[src/rtl/lo_ssp_tx.sv]
// FPGA->ARM SSP sample transmitter: small sample FIFO feeding an MSB-first serialiser.
// Optional `define SSP_TX_PARITY_EN appends an even-parity bit after the LSB (9-bit words).
module lo_ssp_tx #(
   parameter int unsigned CLK_DIV    = 4,
   parameter int unsigned FIFO_DEPTH = 4
) (
   input  logic       pck0,
   input  logic       rst,
   input  logic       en,
   input  logic [7:0] sample_in,
   input  logic       sample_valid,
   output logic       sample_ready,
   output logic       ssp_clk,
   output logic       ssp_frame,
   output logic       ssp_din,
   output logic       busy,
   output logic       overrun
);

`ifdef SSP_TX_PARITY_EN
   localparam int unsigned NBITS = 9;
`else
   localparam int unsigned NBITS = 8;
`endif

   localparam int unsigned PTR_W = (FIFO_DEPTH > 1) ? $clog2(FIFO_DEPTH) : 1;
   localparam int unsigned CNT_W = $clog2(FIFO_DEPTH + 1);
   localparam int unsigned DIV_W = (CLK_DIV > 1) ? $clog2(CLK_DIV) : 1;

   localparam logic [DIV_W-1:0] DIV_LAST = DIV_W'(CLK_DIV - 1);
   localparam logic [CNT_W-1:0] DEPTH_C  = CNT_W'(FIFO_DEPTH);
   localparam logic [3:0]       BIT_LAST = 4'(NBITS - 1);

   typedef enum logic [1:0] {IDLE, LOAD, SHIFT} state_t;

   state_t           state, state_nxt;
   logic [7:0]       mem [FIFO_DEPTH];
   logic [PTR_W-1:0] wr_ptr, rd_ptr;
   logic [CNT_W-1:0] count, count_nxt;
   logic [NBITS-1:0] shift_reg, load_word;
   logic [DIV_W-1:0] div_cnt;
   logic [3:0]       bit_cnt;
   logic             push, pop, drop, fifo_empty, div_wrap, fall_tick, word_done;

   assign busy = (state != IDLE);

   always_comb begin
      fifo_empty = (count == '0);
      push       = en && sample_valid && sample_ready;
      drop       = en && sample_valid && !sample_ready;
      div_wrap   = (state == SHIFT) && (div_cnt == DIV_LAST);
      fall_tick  = div_wrap && ssp_clk;
      word_done  = fall_tick && (bit_cnt == '0);
`ifdef SSP_TX_PARITY_EN
      load_word  = {mem[rd_ptr], ^mem[rd_ptr]};
`else
      load_word  = mem[rd_ptr];
`endif
      pop        = 1'b0;
      state_nxt  = state;
      unique case (state)
         IDLE: begin
            if (en && !fifo_empty) begin
               pop       = 1'b1;
               state_nxt = LOAD;
            end
         end
         LOAD:  state_nxt = SHIFT;
         SHIFT: begin
            if (word_done) begin
               if (en && !fifo_empty) pop = 1'b1;
               else                   state_nxt = IDLE;
            end
         end
         default: state_nxt = IDLE;
      endcase
      // Disabling flushes immediately; the word in flight already lives in shift_reg.
      if (!en) count_nxt = '0;
      else     count_nxt = count + CNT_W'(push) - CNT_W'(pop);
   end

   always_ff @(posedge pck0) begin
      if (push) mem[wr_ptr] <= sample_in;
   end

   always_ff @(posedge pck0) begin
      if (rst) begin
         state        <= IDLE;
         wr_ptr       <= '0;
         rd_ptr       <= '0;
         count        <= '0;
         sample_ready <= 1'b1;
         overrun      <= 1'b0;
         shift_reg    <= '0;
         div_cnt      <= '0;
         bit_cnt      <= '0;
         ssp_clk      <= 1'b0;
         ssp_frame    <= 1'b0;
         ssp_din      <= 1'b0;
      end else begin
         state        <= state_nxt;
         count        <= count_nxt;
         sample_ready <= (count_nxt != DEPTH_C);
         if (!en) begin
            wr_ptr  <= '0;
            rd_ptr  <= '0;
            overrun <= 1'b0;
         end else begin
            if (push) wr_ptr  <= wr_ptr + PTR_W'(1);
            if (pop)  rd_ptr  <= rd_ptr + PTR_W'(1);
            if (drop) overrun <= 1'b1;
         end
         if (pop) shift_reg <= load_word;

         unique case (state)
            IDLE: begin
               ssp_clk   <= 1'b0;
               ssp_frame <= 1'b0;
               ssp_din   <= 1'b0;
               div_cnt   <= '0;
               bit_cnt   <= '0;
            end
            LOAD: begin
               div_cnt   <= '0;
               bit_cnt   <= BIT_LAST;
               ssp_din   <= shift_reg[NBITS-1];
               ssp_frame <= 1'b1;
               ssp_clk   <= 1'b0;
            end
            SHIFT: begin
               if (div_wrap) begin
                  div_cnt <= '0;
                  ssp_clk <= ~ssp_clk;
                  if (fall_tick) begin
                     ssp_frame <= 1'b0;
                     if (word_done) begin
                        // Back-to-back word: first bit and frame go out on this same edge.
                        if (pop) begin
                           ssp_din   <= load_word[NBITS-1];
                           ssp_frame <= 1'b1;
                           bit_cnt   <= BIT_LAST;
                        end else begin
                           ssp_din <= 1'b0;
                        end
                     end else begin
                        bit_cnt   <= bit_cnt - 4'd1;
                        shift_reg <= {shift_reg[NBITS-2:0], 1'b0};
                        ssp_din   <= shift_reg[NBITS-2];
                     end
                  end
               end else begin
                  div_cnt <= div_cnt + DIV_W'(1);
               end
            end
            default: begin
               ssp_clk   <= 1'b0;
               ssp_frame <= 1'b0;
               ssp_din   <= 1'b0;
            end
         endcase
      end
   end

endmodule

[config.mk]
export PLATFORM = sky130hd
export DESIGN_NAME = lo_ssp_tx
export DESIGN_NICKNAME = d
export VERILOG_FILES = /design/src/rtl/lo_ssp_tx.sv
export SDC_FILE = /design/constraint.sdc
export NUM_CORES = 1
export LEC_CHECK = 0
export BUFFER_PORTS_ARGS = -buffer_cell sky130_fd_sc_hd__buf_2
export CAP_MARGIN = 20
export CORE_ASPECT_RATIO = 1.25
export CORE_MARGIN = 2
export CORE_UTILIZATION = 60
export CTS_CLUSTER_SIZE = 25
export DETAILED_ROUTE_END_ITERATION = 10
export PLACE_DENSITY_LB_ADDON = 0.3
export SYNTH_ARGS = -nofsm -noshare
export SYNTH_HDL_FRONTEND = slang
export SYNTH_SLANG_ARGS = --single-unit
[constraint.sdc]
create_clock -name pck0 -period 5.93 [get_ports pck0]
set_input_delay 0.2965 -clock pck0 [delete_from_list [all_inputs] [get_ports pck0]]
set_output_delay 0.2965 -clock pck0 [all_outputs]
set_load 0.02 [all_outputs]
==> summary.log <==
INFO  floorplanning  rows=27
INFO  run            cap_violations=0
INFO  cts            cts.sink_count=62
INFO  setup_path     cp_data_required_time=6.16ns
INFO  synthesis      synth.cells.most_frequent=sky130_fd_sc_hd__edfxtp_1 (32), sky130_fd_sc_hd__dfxtp_1 (30), sky130_fd_sc_hd__nor2_1 (19), sky130_fd_sc_hd__ha_1 (14)
INFO  detailed_routing finalWirelength=5.00mm
INFO  detailed_routing drc=0
INFO  placement      detailedPlace.worstSlack=2.85ns
INFO  synthesis      synth.net_count=259
INFO  timing         timing.final.hold_violations=0
INFO  layout         n_fill_cell=333
INFO  synthesis      yosys.cell_types.count=47
INFO  synthesis      post_synth_edffs=32
INFO  timing         unrepaired_setup_endpoints_after_global_routing=false
INFO  detailed_routing route.antenna.remaining_nets=0
INFO  floorplanning  io_pins=18
INFO  layout         fin_nets=274
INFO  timing         period_share=0.520
INFO  setup_path     origin_of_the_critical_flop_to_flop_path=state[0]
INFO  setup_path     worstReg2RegEnd=sample_ready
INFO  floorplanning  floorplan.initialDensity=0.629
INFO  cts            cts_inserted_buffers=9
INFO  cts            clk_pin_slew_worst_paths=0.07ns
INFO  setup_path     r2r.worst_path.cells=13
INFO  pwr            power-per-cell-area=329nW/um^2
INFO  placement      detailedPlacementHpwl=3.41mm
INFO  cts            clock_tree.htree_level_count=3
INFO  setup_path     endpoint=sample_ready
INFO  timing         setup-violations-final=0
INFO  hold_path      hold_path_class=primary input to flip-flop
INFO  timing         tns=0ns
INFO  cts            ctsHoldBuffers=0
INFO  layout         ant_diodes=0
INFO  synthesis      yosys_most_used_dff=sky130_fd_sc_hd__edfxtp_1
INFO  floorplanning  chipHeight=80.1um
INFO  detailed_routing final_routed_wire_length_divided_by_cell_count=16.1um
INFO  placement      postPlaceCellArea=2880um^2
INFO  layout         final_design_area_no_fill=3090um^2
INFO  synthesis      ys_async_sr_fraction=0
INFO  global_routing antenna_found_initial=0
INFO  floorplanning  die_x=64.9um
INFO  cts            tritoncts_clock_tree=yes
INFO  setup_path     critical_path_peak_fanout=13
INFO  layout         finalCoreUtilization=0.697
INFO  cts            cts.root.buffer_cell=sky130_fd_sc_hd__clkbuf_8
INFO  global_routing gr-total-overflow=0
INFO  outcome        run_status=finished clean
INFO  cts            post_cts.repair.setup_buffers=0
INFO  setup_path     setup.worst_path.start=state[0]
INFO  setup_path     critPathArrivalTime=3.31ns
INFO  setup_path     timing.setup.critical_path_class=flip-flop to flip-flop
INFO  pwr            vdd_drop_max=225uV
INFO  layout         largest_reg_flops=32
INFO  placement      buffer_ports.inserted=17
INFO  timing         post-route-min-period=3.08ns
INFO  detailed_routing vias_per_instance=5.88
INFO  layout         area_growth=10.9%
INFO  synthesis      synth.yosys.seq_area_share=0.561
INFO  synthesis      netlist_instances=232
INFO  cts            clk-insertion-delay-late=0.34ns
INFO  detailed_routing first_iter_violations=136
INFO  timing         relSlewSlack=0.356
INFO  timing         max_slew.worst_pin.slew=0.960ns
INFO  global_routing grt_pass1_vias=1,830
INFO  global_routing grt_first_pass_wirelength=8.41mm
INFO  setup_path     endpoint_kind=flip-flop
INFO  synthesis      yosys_warnings=0
INFO  global_routing grt.total_usage=0.221
INFO  timing         fmaxAchievable=324MHz
INFO  synthesis      synth.top_cells.by_area=sky130_fd_sc_hd__edfxtp_1 (35%), sky130_fd_sc_hd__dfxtp_1 (22%), sky130_fd_sc_hd__mux4_2 (6.5%)
INFO  floorplanning  design.core.area=4430um^2
INFO  synthesis      synth.top_cell.area_share=0.345
INFO  floorplanning  die_area=5200um^2
INFO  synthesis      avgSynthCellArea=12.0um^2
INFO  timing         skew=0.00671ns
INFO  synthesis      yosys.cell_count.top_type=sky130_fd_sc_hd__edfxtp_1
INFO  timing         final-max-slew-violation-count=0
INFO  pwr            power.leakage=1.13nW
INFO  cts            cts_resized=0
INFO  setup_path     rrSetupSlack=2.85ns
INFO  synthesis      synth_top_area_cell=sky130_fd_sc_hd__edfxtp_1
INFO  cts            cts.path.max_buffers=2
INFO  synthesis      synth.cell_area=2780um^2
INFO  layout         proportion_of_layout_cells_with_a_drive_suffix_above_1=0.167
INFO  synthesis      ys_seq_elements=62
INFO  setup_path     timing.critical_path.from_type=flip-flop
INFO  detailed_routing number_of_vias_after_detailed_routing=1,824
INFO  timing         post-route-worst-setup-slack=2.85ns
INFO  global_routing pin_count_of_the_biggest_net_entering_global_routing=25
INFO  placement      place.gp.congestion=0.766
INFO  detailed_routing dr.pass1.iters=6
[worst max-delay path, stage by stage (launching register included)]
cell	delay [ns]
sky130_fd_sc_hd__dfxtp_1	0.41
sky130_fd_sc_hd__inv_1	0.11
sky130_fd_sc_hd__ha_1	0.34
sky130_fd_sc_hd__and3_4	0.27
sky130_fd_sc_hd__a21oi_2	0.41
sky130_fd_sc_hd__o21ai_0	0.15
sky130_fd_sc_hd__nand2b_1	0.12
sky130_fd_sc_hd__ha_1	0.15
sky130_fd_sc_hd__inv_1	0.05
sky130_fd_sc_hd__fa_1	0.38
sky130_fd_sc_hd__xor2_1	0.17
sky130_fd_sc_hd__and2_1	0.16
sky130_fd_sc_hd__nor3_1	0.17
sky130_fd_sc_hd__nand2_1	0.08
[logic make-up after synthesis]
group,count (synthesis),share of synthesized area
AO/OA/AOI/OAI,49,0.119
XOR/XNOR,4,0.0126
adder cells (fa/ha/maj),15,0.0701
buffers and inverters,26,0.0387
flip-flops,62,0.561
multiplexers,10,0.0719
AND/OR/NAND/NOR,66,0.127
[routing by layer]
metal | up-vias | wire length (um) | global-route usage
met4 | 0 | 118 | 0.130
met5 | - | 0 | 0
met2 | 38 | 2710 | 0.396
met1 | 890 | 2010 | 0.239
met3 | 9 | 168 | 0.0434
li1 | 887 | - | -
[worst min path at each step]
stage,cells after the start,to,slack (ns),start
floorplan,0,mem[0][0],0.40,sample_in[0]
finish,1,mem[1][5],0.17,sample_in[5]
global route,1,mem[2][1],0.17,sample_in[1]
CTS,1,mem[2][5],0.16,sample_in[5]
global placement,2,ssp_frame,0.44,ssp_frame
detailed placement,2,overrun,0.45,overrun
[cells in the final DEF, fill, tap and decap left out, types with 2 or more instances in the layout]
| cell type | instances |
|---|---|
| sky130_fd_sc_hd__inv_1 | 13 |
| sky130_fd_sc_hd__or3_1 | 2 |
| sky130_fd_sc_hd__nand3_1 | 11 |
| sky130_fd_sc_hd__a221oi_1 | 3 |
| sky130_fd_sc_hd__ha_1 | 14 |
| sky130_fd_sc_hd__bufinv_16 | 2 |
| sky130_fd_sc_hd__nand2b_1 | 7 |
| sky130_fd_sc_hd__nor2_1 | 19 |
| sky130_fd_sc_hd__clkbuf_1 | 2 |
| sky130_fd_sc_hd__xnor2_1 | 2 |
| sky130_fd_sc_hd__clkbuf_8 | 9 |
| sky130_fd_sc_hd__nor3_1 | 2 |
| sky130_fd_sc_hd__and3_1 | 2 |
| sky130_fd_sc_hd__mux2i_1 | 2 |
| sky130_fd_sc_hd__buf_2 | 17 |
| sky130_fd_sc_hd__a311oi_1 | 8 |
| sky130_fd_sc_hd__nand2_1 | 9 |
| sky130_fd_sc_hd__and2_1 | 5 |
| sky130_fd_sc_hd__o21ai_0 | 12 |
| sky130_fd_sc_hd__dfxtp_1 | 30 |
| sky130_fd_sc_hd__clkinv_2 | 2 |
| sky130_fd_sc_hd__a21oi_1 | 13 |
| sky130_fd_sc_hd__edfxtp_1 | 32 |
| sky130_fd_sc_hd__mux4_2 | 8 |
| sky130_fd_sc_hd__xor2_1 | 2 |
[where the power goes]
| part | leakage [nW] | switching, W | internal, W | total, W |
|---|---|---|---|---|
| registers | 0.533 | 0.0000131 | 0.000466 | 0.000479 |
| clock network | 0.105 | 0.000157 | 0.000234 | 0.000391 |
| logic | 0.489 | 0.0000910 | 0.0000546 | 0.000146 |
| total | 1.13 | 0.000261 | 0.000754 | 0.00102 |
[stage by stage]
stage	hold slack, ns	std cells	power (W)
2_1_floorplan	0.395	232	0.000598
6_report	0.168	310	0.00102
5_1_grt	0.172	310	0.00106
3_3_place_gp	0.436	294	0.000628
3_5_place_dp	0.455	294	0.000632
4_1_cts	0.158	310	0.00102
[cell type report]
cell class,count,area (um^2),area share
multi-input cells,144,1110,0.361
clock buffers,11,131,0.0426
inverters,13,48.8,0.0158
flip-flops and latches,62,1560,0.506
well taps,58,72.6,0.0235
clock inverters,5,73.8,0.0239
repair buffers,17,85.1,0.0276
(Power assumes the default switching activity.)
